`config.mk`:
```
export PLATFORM = sky130hd
export DESIGN_NAME = sync_fifo_thresh_flat
export DESIGN_NICKNAME = d
export VERILOG_FILES = /design/src/rtl/sync_fifo_thresh_if.sv /design/src/rtl/sync_fifo_thresh.sv /design/src/flat_wrapper.sv
export SDC_FILE = /design/constraint.sdc
export NUM_CORES = 1
export LEC_CHECK = 0
export CAP_MARGIN = 20
export CORE_ASPECT_RATIO = 1.1
export CORE_MARGIN = 5
export CORE_UTILIZATION = 55
export CTS_CLUSTER_DIAMETER = 100
export CTS_CLUSTER_SIZE = 25
export DETAILED_ROUTE_END_ITERATION = 10
export GPL_ROUTABILITY_DRIVEN = 0
export PLACE_DENSITY = 0.78
export SLEW_MARGIN = 20
export SYNTH_ARGS = -nofsm -noshare
export SYNTH_HDL_FRONTEND = slang
export SYNTH_SLANG_ARGS = --single-unit
```
`constraint.sdc`:
```
create_clock -name clk -period 2.5 [get_ports clk]
set_clock_uncertainty 0.05 [all_clocks]
set_input_delay 0.75 -clock clk [delete_from_list [all_inputs] [get_ports clk]]
set_output_delay 0.75 -clock clk [all_outputs]
set_load 0.05 [all_outputs]
```
`src/rtl/sync_fifo_thresh_if.sv`:
```
// Handshake/status bundle for sync_fifo_thresh. The master drives requests;
// the slave (the FIFO) drives data and status.
interface sync_fifo_thresh_if #(
  parameter int DATA_WIDTH = 6,
  parameter int DEPTH      = 7
);
  localparam int CNT_W = $clog2(DEPTH + 1);

  logic                  wr_en;
  logic                  rd_en;
  logic [DATA_WIDTH-1:0] data_in;
  logic                  err_clr;
  logic [DATA_WIDTH-1:0] data_out;
  logic                  full;
  logic                  empty;
  logic                  almost_full;
  logic                  almost_empty;
  logic [CNT_W-1:0]      count;
  logic                  overflow;
  logic                  underflow;

  modport master (
    output wr_en, rd_en, data_in, err_clr,
    input  data_out, full, empty, almost_full, almost_empty, count, overflow, underflow
  );

  modport slave (
    input  wr_en, rd_en, data_in, err_clr,
    output data_out, full, empty, almost_full, almost_empty, count, overflow, underflow
  );
endinterface

```
`src/rtl/sync_fifo_thresh.sv`:
```
// Single-clock FIFO with any DEPTH >= 2, threshold flags and sticky overflow/underflow.
// Define SYNC_FIFO_FWFT_EN for first-word-fall-through; default is registered read.
module sync_fifo_thresh #(
  parameter int DEPTH      = 7,
  parameter int DATA_WIDTH = 6,
  parameter int AF_LEVEL   = DEPTH - 1,
  parameter int AE_LEVEL   = 1
) (
  input logic               clk,
  input logic               rst,
  sync_fifo_thresh_if.slave bus
);
  localparam int CNT_W = $clog2(DEPTH + 1);
  localparam int PTR_W = (DEPTH < 2) ? 1 : $clog2(DEPTH);
  localparam logic [CNT_W-1:0] DEPTH_C  = CNT_W'(DEPTH);
  localparam logic [CNT_W-1:0] AF_C     = CNT_W'(AF_LEVEL);
  localparam logic [CNT_W-1:0] AE_C     = CNT_W'(AE_LEVEL);
  localparam logic [PTR_W-1:0] PTR_LAST = PTR_W'(DEPTH - 1);

  if (DEPTH < 2) begin : g_bad_depth
    $error("sync_fifo_thresh: DEPTH must be >= 2");
  end
  if (AF_LEVEL < 1 || AF_LEVEL > DEPTH) begin : g_bad_af
    $error("sync_fifo_thresh: AF_LEVEL must be in 1..DEPTH");
  end
  if (AE_LEVEL < 0 || AE_LEVEL > DEPTH - 1) begin : g_bad_ae
    $error("sync_fifo_thresh: AE_LEVEL must be in 0..DEPTH-1");
  end

  logic [DATA_WIDTH-1:0] mem_q [DEPTH];
  logic [PTR_W-1:0]      wr_ptr_q, wr_ptr_d, rd_ptr_q, rd_ptr_d;
  logic [CNT_W-1:0]      count_q, count_d;
  logic                  ov_q, ov_d, un_q, un_d;
  logic                  full_w, empty_w, rd_acc, wr_acc;

  // Explicit wrap so non-power-of-two depths index correctly.
  function automatic logic [PTR_W-1:0] ptr_inc(input logic [PTR_W-1:0] p);
    return (p == PTR_LAST) ? '0 : p + 1'b1;
  endfunction

  assign full_w  = (count_q == DEPTH_C);
  assign empty_w = (count_q == '0);

  always_comb begin
    rd_acc   = bus.rd_en && !empty_w;
    wr_acc   = bus.wr_en && (!full_w || rd_acc);
    wr_ptr_d = wr_acc ? ptr_inc(wr_ptr_q) : wr_ptr_q;
    rd_ptr_d = rd_acc ? ptr_inc(rd_ptr_q) : rd_ptr_q;
    count_d  = count_q;
    if (wr_acc && !rd_acc) count_d = count_q + 1'b1;
    if (rd_acc && !wr_acc) count_d = count_q - 1'b1;
    // A coincident set wins over err_clr.
    ov_d = (ov_q && !bus.err_clr) || (bus.wr_en && full_w && !rd_acc);
    un_d = (un_q && !bus.err_clr) || (bus.rd_en && empty_w);
  end

  always_ff @(posedge clk) begin
    if (rst) begin
      wr_ptr_q <= '0;
      rd_ptr_q <= '0;
      count_q  <= '0;
      ov_q     <= 1'b0;
      un_q     <= 1'b0;
    end else begin
      wr_ptr_q <= wr_ptr_d;
      rd_ptr_q <= rd_ptr_d;
      count_q  <= count_d;
      ov_q     <= ov_d;
      un_q     <= un_d;
    end
  end

  // Storage is not reset; the pointers alone define validity.
  always_ff @(posedge clk) begin
    if (!rst && wr_acc) mem_q[wr_ptr_q] <= bus.data_in;
  end

`ifdef SYNC_FIFO_FWFT_EN
  assign bus.data_out = empty_w ? '0 : mem_q[rd_ptr_q];
`else
  logic [DATA_WIDTH-1:0] dout_q;

  always_ff @(posedge clk) begin
    if (rst)         dout_q <= '0;
    else if (rd_acc) dout_q <= mem_q[rd_ptr_q];
  end

  assign bus.data_out = dout_q;
`endif

  assign bus.full         = full_w;
  assign bus.empty        = empty_w;
  assign bus.almost_full  = (count_q >= AF_C);
  assign bus.almost_empty = (count_q <= AE_C);
  assign bus.count        = count_q;
  assign bus.overflow     = ov_q;
  assign bus.underflow    = un_q;
endmodule

```
`src/flat_wrapper.sv`:
```
// flat-port wrapper written by rule: the top's interface ports become plain ports
module sync_fifo_thresh_flat 
#(
  parameter int DEPTH      = 7,
  parameter int DATA_WIDTH = 6,
  parameter int AF_LEVEL   = DEPTH - 1,
  parameter int AE_LEVEL   = 1
)
  (clk, rst, bus_wr_en, bus_rd_en, bus_data_in, bus_err_clr, bus_data_out, bus_full, bus_empty, bus_almost_full, bus_almost_empty, bus_count, bus_overflow, bus_underflow);
  sync_fifo_thresh_if #(.DATA_WIDTH(DATA_WIDTH), .DEPTH(DEPTH)) bus_i ();
  input logic clk;
  input logic rst;
  input wire logic [$bits(bus_i.wr_en)-1:0] bus_wr_en;
  input wire logic [$bits(bus_i.rd_en)-1:0] bus_rd_en;
  input wire logic [$bits(bus_i.data_in)-1:0] bus_data_in;
  input wire logic [$bits(bus_i.err_clr)-1:0] bus_err_clr;
  output wire logic [$bits(bus_i.data_out)-1:0] bus_data_out;
  output wire logic [$bits(bus_i.full)-1:0] bus_full;
  output wire logic [$bits(bus_i.empty)-1:0] bus_empty;
  output wire logic [$bits(bus_i.almost_full)-1:0] bus_almost_full;
  output wire logic [$bits(bus_i.almost_empty)-1:0] bus_almost_empty;
  output wire logic [$bits(bus_i.count)-1:0] bus_count;
  output wire logic [$bits(bus_i.overflow)-1:0] bus_overflow;
  output wire logic [$bits(bus_i.underflow)-1:0] bus_underflow;
  assign bus_i.wr_en = bus_wr_en;
  assign bus_i.rd_en = bus_rd_en;
  assign bus_i.data_in = bus_data_in;
  assign bus_i.err_clr = bus_err_clr;
  assign bus_data_out = bus_i.data_out;
  assign bus_full = bus_i.full;
  assign bus_empty = bus_i.empty;
  assign bus_almost_full = bus_i.almost_full;
  assign bus_almost_empty = bus_i.almost_empty;
  assign bus_count = bus_i.count;
  assign bus_overflow = bus_i.overflow;
  assign bus_underflow = bus_i.underflow;
  sync_fifo_thresh #(.DEPTH(DEPTH), .DATA_WIDTH(DATA_WIDTH), .AF_LEVEL(AF_LEVEL), .AE_LEVEL(AE_LEVEL)) u_core (.clk(clk), .rst(rst), .bus(bus_i));
endmodule
```
Word level (Yosys, flattened, before mapping) --
Memory sizes are Yosys's and may differ from the RTL's. A register that Yosys moved wholly into a read port is not among the register bits. Cells that the tools add are included.
Storage, ports and cells: output and inout port bits 15, bits in registers 11, memories 1, input bits 11, bits in writable memories 42
Memory list:
- u_core.mem_q | words 7, bits a word 6, read ports 1, clocked after memory_dff 1, write ports 1, RTL line sync_fifo_thresh.sv:30 | logic [DATA_WIDTH-1:0] mem_q [DEPTH];
Operators by class: multiplexer cells 6, $lt $le $gt $ge 2, reductions and logical operators 21, $add $sub $neg 4, equality and inequality tests 3
Operator list (count):
- $mux 3 | 4
- $logic_and 1x1->1 | 10
- $add 3x1->3 const B | 3
- $eq 3x3->1 const B | 3
- $logic_not 1->1 | 6
- $ge 3x3->1 const B | 1
- $le 3x1->1 const B | 1
- $logic_not 3->1 | 1
- $logic_or 1x1->1 | 3
- $sub 3x1->3 const B | 1
- $mux 1 | 2
- $reduce_bool 2->1 | 1

Logic depth before layout (Yosys ltp) --
depth after elaboration 8, gate-level depth with buffers 8, mapped depth without buffers 7

Least setup slack after synthesis --
OpenSTA, ideal clock, no wires.
path type register -> register, from reg u_core.count_q[1], in the netlist u_core.bus.count[1], to mem u_core.mem_q[1][0] (enable), path slack -0.371 ns, arrival 2.444 ns, library setup time 0.377 ns, period minus slack after synthesis 2.871 ns, cell stages (with the launch flop) 8, buffers on the path 0, cell sequence dfxtp_1 inv_1 ha_1 ha_1 nand2b_1 a21oi_1 nand2b_1 nor3_1
On the way: word-level cells in the longest chain between the ends 8, elaborated cells on any way between the ends 10
RTL lines:
- start, declared | RTL line sync_fifo_thresh.sv:32 | logic [CNT_W-1:0] count_q, count_d;
- start signal, assigned | RTL line sync_fifo_thresh.sv:67 | count_q <= count_d;
- $logic_not 3->1 | RTL line sync_fifo_thresh.sv:42 | assign empty_w = (count_q == '0);
- net bus_empty | RTL line flat_wrapper.sv:19 | output wire logic [$bits(bus_i.empty)-1:0] bus_empty;
- $logic_not 1->1 | RTL line sync_fifo_thresh.sv:45 | rd_acc = bus.rd_en && !empty_w;
- $logic_and 1x1->1 | RTL line sync_fifo_thresh.sv:45
- $logic_or 1x1->1 | RTL line sync_fifo_thresh.sv:46 | wr_acc = bus.wr_en && (!full_w || rd_acc);
- $logic_and 1x1->1 | RTL line sync_fifo_thresh.sv:46
- $logic_and 1x1->1 | RTL line sync_fifo_thresh.sv:75 | if (!rst && wr_acc) mem_q[wr_ptr_q] <= bus.data_in;
- $mux 1 | RTL line sync_fifo_thresh.sv:75
- $mux 1 (not written as such) | RTL line sync_fifo_thresh.sv:75
- end, declared | RTL line sync_fifo_thresh.sv:30
The timed path passes the listed nets, and every way through them passes these cells.

Worst setup path in the final report --
from reg u_core.count_q[1], in the netlist u_core.bus.count[1], to out bus_almost_empty
On the way: word-level cells in the longest chain between the ends 1
RTL lines:
- $le 3x1->1 | RTL line sync_fifo_thresh.sv:94 | assign bus.almost_empty = (count_q <= AE_C);
- end, declared | RTL line flat_wrapper.sv:21 | output wire logic [$bits(bus_i.almost_empty)-1:0] bus_almost_empty;
Every way passes these cells.

==> run metrics <==
row count=25; antenna viol nets, final=0; fin nets=231; Sequential Power Share=49.8%; Total GRT Usage=17.82%; total gr overflow=0; Fmax=0.4203 GHz; DR vias/cell=5.684; CTS H-tree depth=3; Skew-Pair Late Insertion Delay=330 ps; Initial Utilization=57.44%; final wirelength=4.643 mm; CP endpoint kind=output port; Req. time, crit path=1700 ps; # DRC=0; Avg Inst Size Synth=13.72 sq um; initial antenna violation count=0; Slew @ Worst Pin=516.0 ps; Final WS setup=120.6 ps; min-delay worst type=flop to flop; top cells by count, synth=edfxtp_1, dfxtp_1, nor2_1; Power Total=2.254 mW; status=finished clean; Hold Path Sink=u_core.bus.data_out[1]; die area=0.005990 sq mm; routed len/inst=16.88 um; most frequent cell after synthesis=edfxtp_1; number of enable flip-flop cells after synthesis=42; post-CTS setup buffers=0; reg2reg setup slack=310 ps; Setup-failing EPs final=0; Tcrit/Tclk final=95.18%; post-place setup slack=0.9099 ps; DRT Pass-1 Iters=4; top_reg_cell synth=edfxtp_1; CTS Hold Bufs=0; pwr dens=754.1 mW/mm^2; Via Count=1563; worst hold slack=448.6 ps; Area Growth Syn to Fin=19.69%; Yosys top cell by area=edfxtp_1; DP Area=0.002828 sq mm; largest net degree at the start of global routing=21; Ports=26; CTS resizes=0; fin area=0.002989 sq mm; r2r worst-path depth=6; Arr. time, crit path=1580 ps; clock buffer depth=2; post-synthesis register bit count=59; final core occ=68.75%; crit path max fanout=6; Die Ht=80.68 um; Crit. Startpoint=u_core.bus.count[1]; buffers added on ports=25; CTS clk-pin slew, worst paths=60 ps; library cells used by synthesis=31; asr flop ratio synth=0%; Core Region=0.004348 sq mm; final std cells w/o fill=275; critical path type=flop to output port; Max Slew Vio Count=0; Slew headroom=65.49%; Initial DRC Count=118; worst vdd ir=0.0003717 V; Die Width=74.25 um; MaxCap Viol Count=0; Tmin final=2379 ps; CTS tree=built; FF-to-FF End=u_core.mem_q[0][0]; combinational cell fraction of total power=18.0%; setup TNS=0 ps; CTS Buf Count=9; clock network fraction of total power=32.2%; first-pass GRT wire length=7.569 mm; hold path cells=2; Cells after Synth=182; layout cells sized above 1=16.29%; Reg-to-Reg Start=u_core.bus.count[1]; switch share=29.10%; Critical Path Source Type=flop; # diodes=0; Synth top area share=50.50%; Post-Syn Area=0.002497 sq mm; DP Cell Count=259; leakage=1.025 nW; unrepaired setup endpoints after global routing=no; switching pwr=0.6558 mW; Net Count, Synth=197; Synth warnings=0; Hold Path Origin=u_core.bus.data_out[1]; count of final hold-check violations=0; vias in the first global route=1544; P_int=1.598 mW; register area share after synthesis=64.13%; Area contributors post-synth=edfxtp_1, dfxtp_1, mux4_1; HPWL Detailed=3.273 mm; CTS sink cnt=59; clk root buf=clkbuf_8
-- cell usage in the layout (no fill, tap or decap), drive strengths merged, types with 2 or more instances in the layout --
master	instances
edfxtp	42
clkdlybuf4s50	22
nor2	17
dfxtp	17
buf	13
clkbuf	11
nand2b	9
nand2	9
inv	8
o211ai	8
nor3	8
a21oi	7
mux2i	7
a311oi	7
mux4	6
o21ai	5
ha	4
a211oi	3
clkinv	3
and3	2
nor4	2
nand3	2
clkinvlp	2
-- logic make-up after synthesis --
logic type      share of synthesized area (%)
buf+inv                                 5.160
fa+ha+maj                               2.004
mux                                     9.118
simple gates                            9.869
flops                                   64.13
compound gates                          9.720
-- critical path: stages (launching register included) --
cell	delay, ps
dfxtp_2	350
nor2_1	100
clkdlybuf4s50_1	800
-- state kept, by name, summed over array words and instances (netlist names) --
register / cells
u_core.bus.count: 3
u_core.rd_ptr_q: 3
u_core.wr_ptr_q: 3
u_core.bus.overflow: 1
u_core.bus.underflow: 1
u_core.mem_q: 42
u_core.bus.data_out: 6
-- layer usage --
layer	GRT usage, %	up-vias	share of wire (%)
met5	0	-	0
met4	7.473	0	1.5
met3	6.008	7	6.0
met2	27.75	42	49
met1	22.60	754	43
li1	-	760	-
-- power by group through the flow --
stage | sequential [mW] | combinational [mW] | clock, mW
2_1_floorplan | 1.21 | 0.228 | 0
3_3_place_gp | 1.14 | 0.396 | 0
3_5_place_dp | 1.14 | 0.405 | 0
4_1_cts | 1.12 | 0.407 | 0.740
5_1_grt | 1.13 | 0.435 | 0.787
6_report | 1.12 | 0.405 | 0.726
-- area by class of cell --
class                           count  area (sq um)
Fill cell                         324          1359
Tap cell                           54         67.56
Clock buffer                       11         131.4
Sequential cell                    59          1605
Inverter                            8         30.03
Timing Repair Buffer               35         330.3
Multi-Input combinational cell    103         794.5
Clock inverter                      5         30.03
-- how the worst max path moves through the flow --
stage / cells past startpoint / slack, ps / endpoint
finish: 2 / 120 / bus_almost_empty
global route: 2 / 50 / bus_almost_empty
CTS: 2 / 90 / bus_almost_empty
detailed placement: 4 / 0.9 / u_core.mem_q[0][0]
global placement: 4 / 40 / u_core.mem_q[0][2]
floorplan: 7 / 1 / u_core.mem_q[1][0]
(Power assumes the default switching activity.)
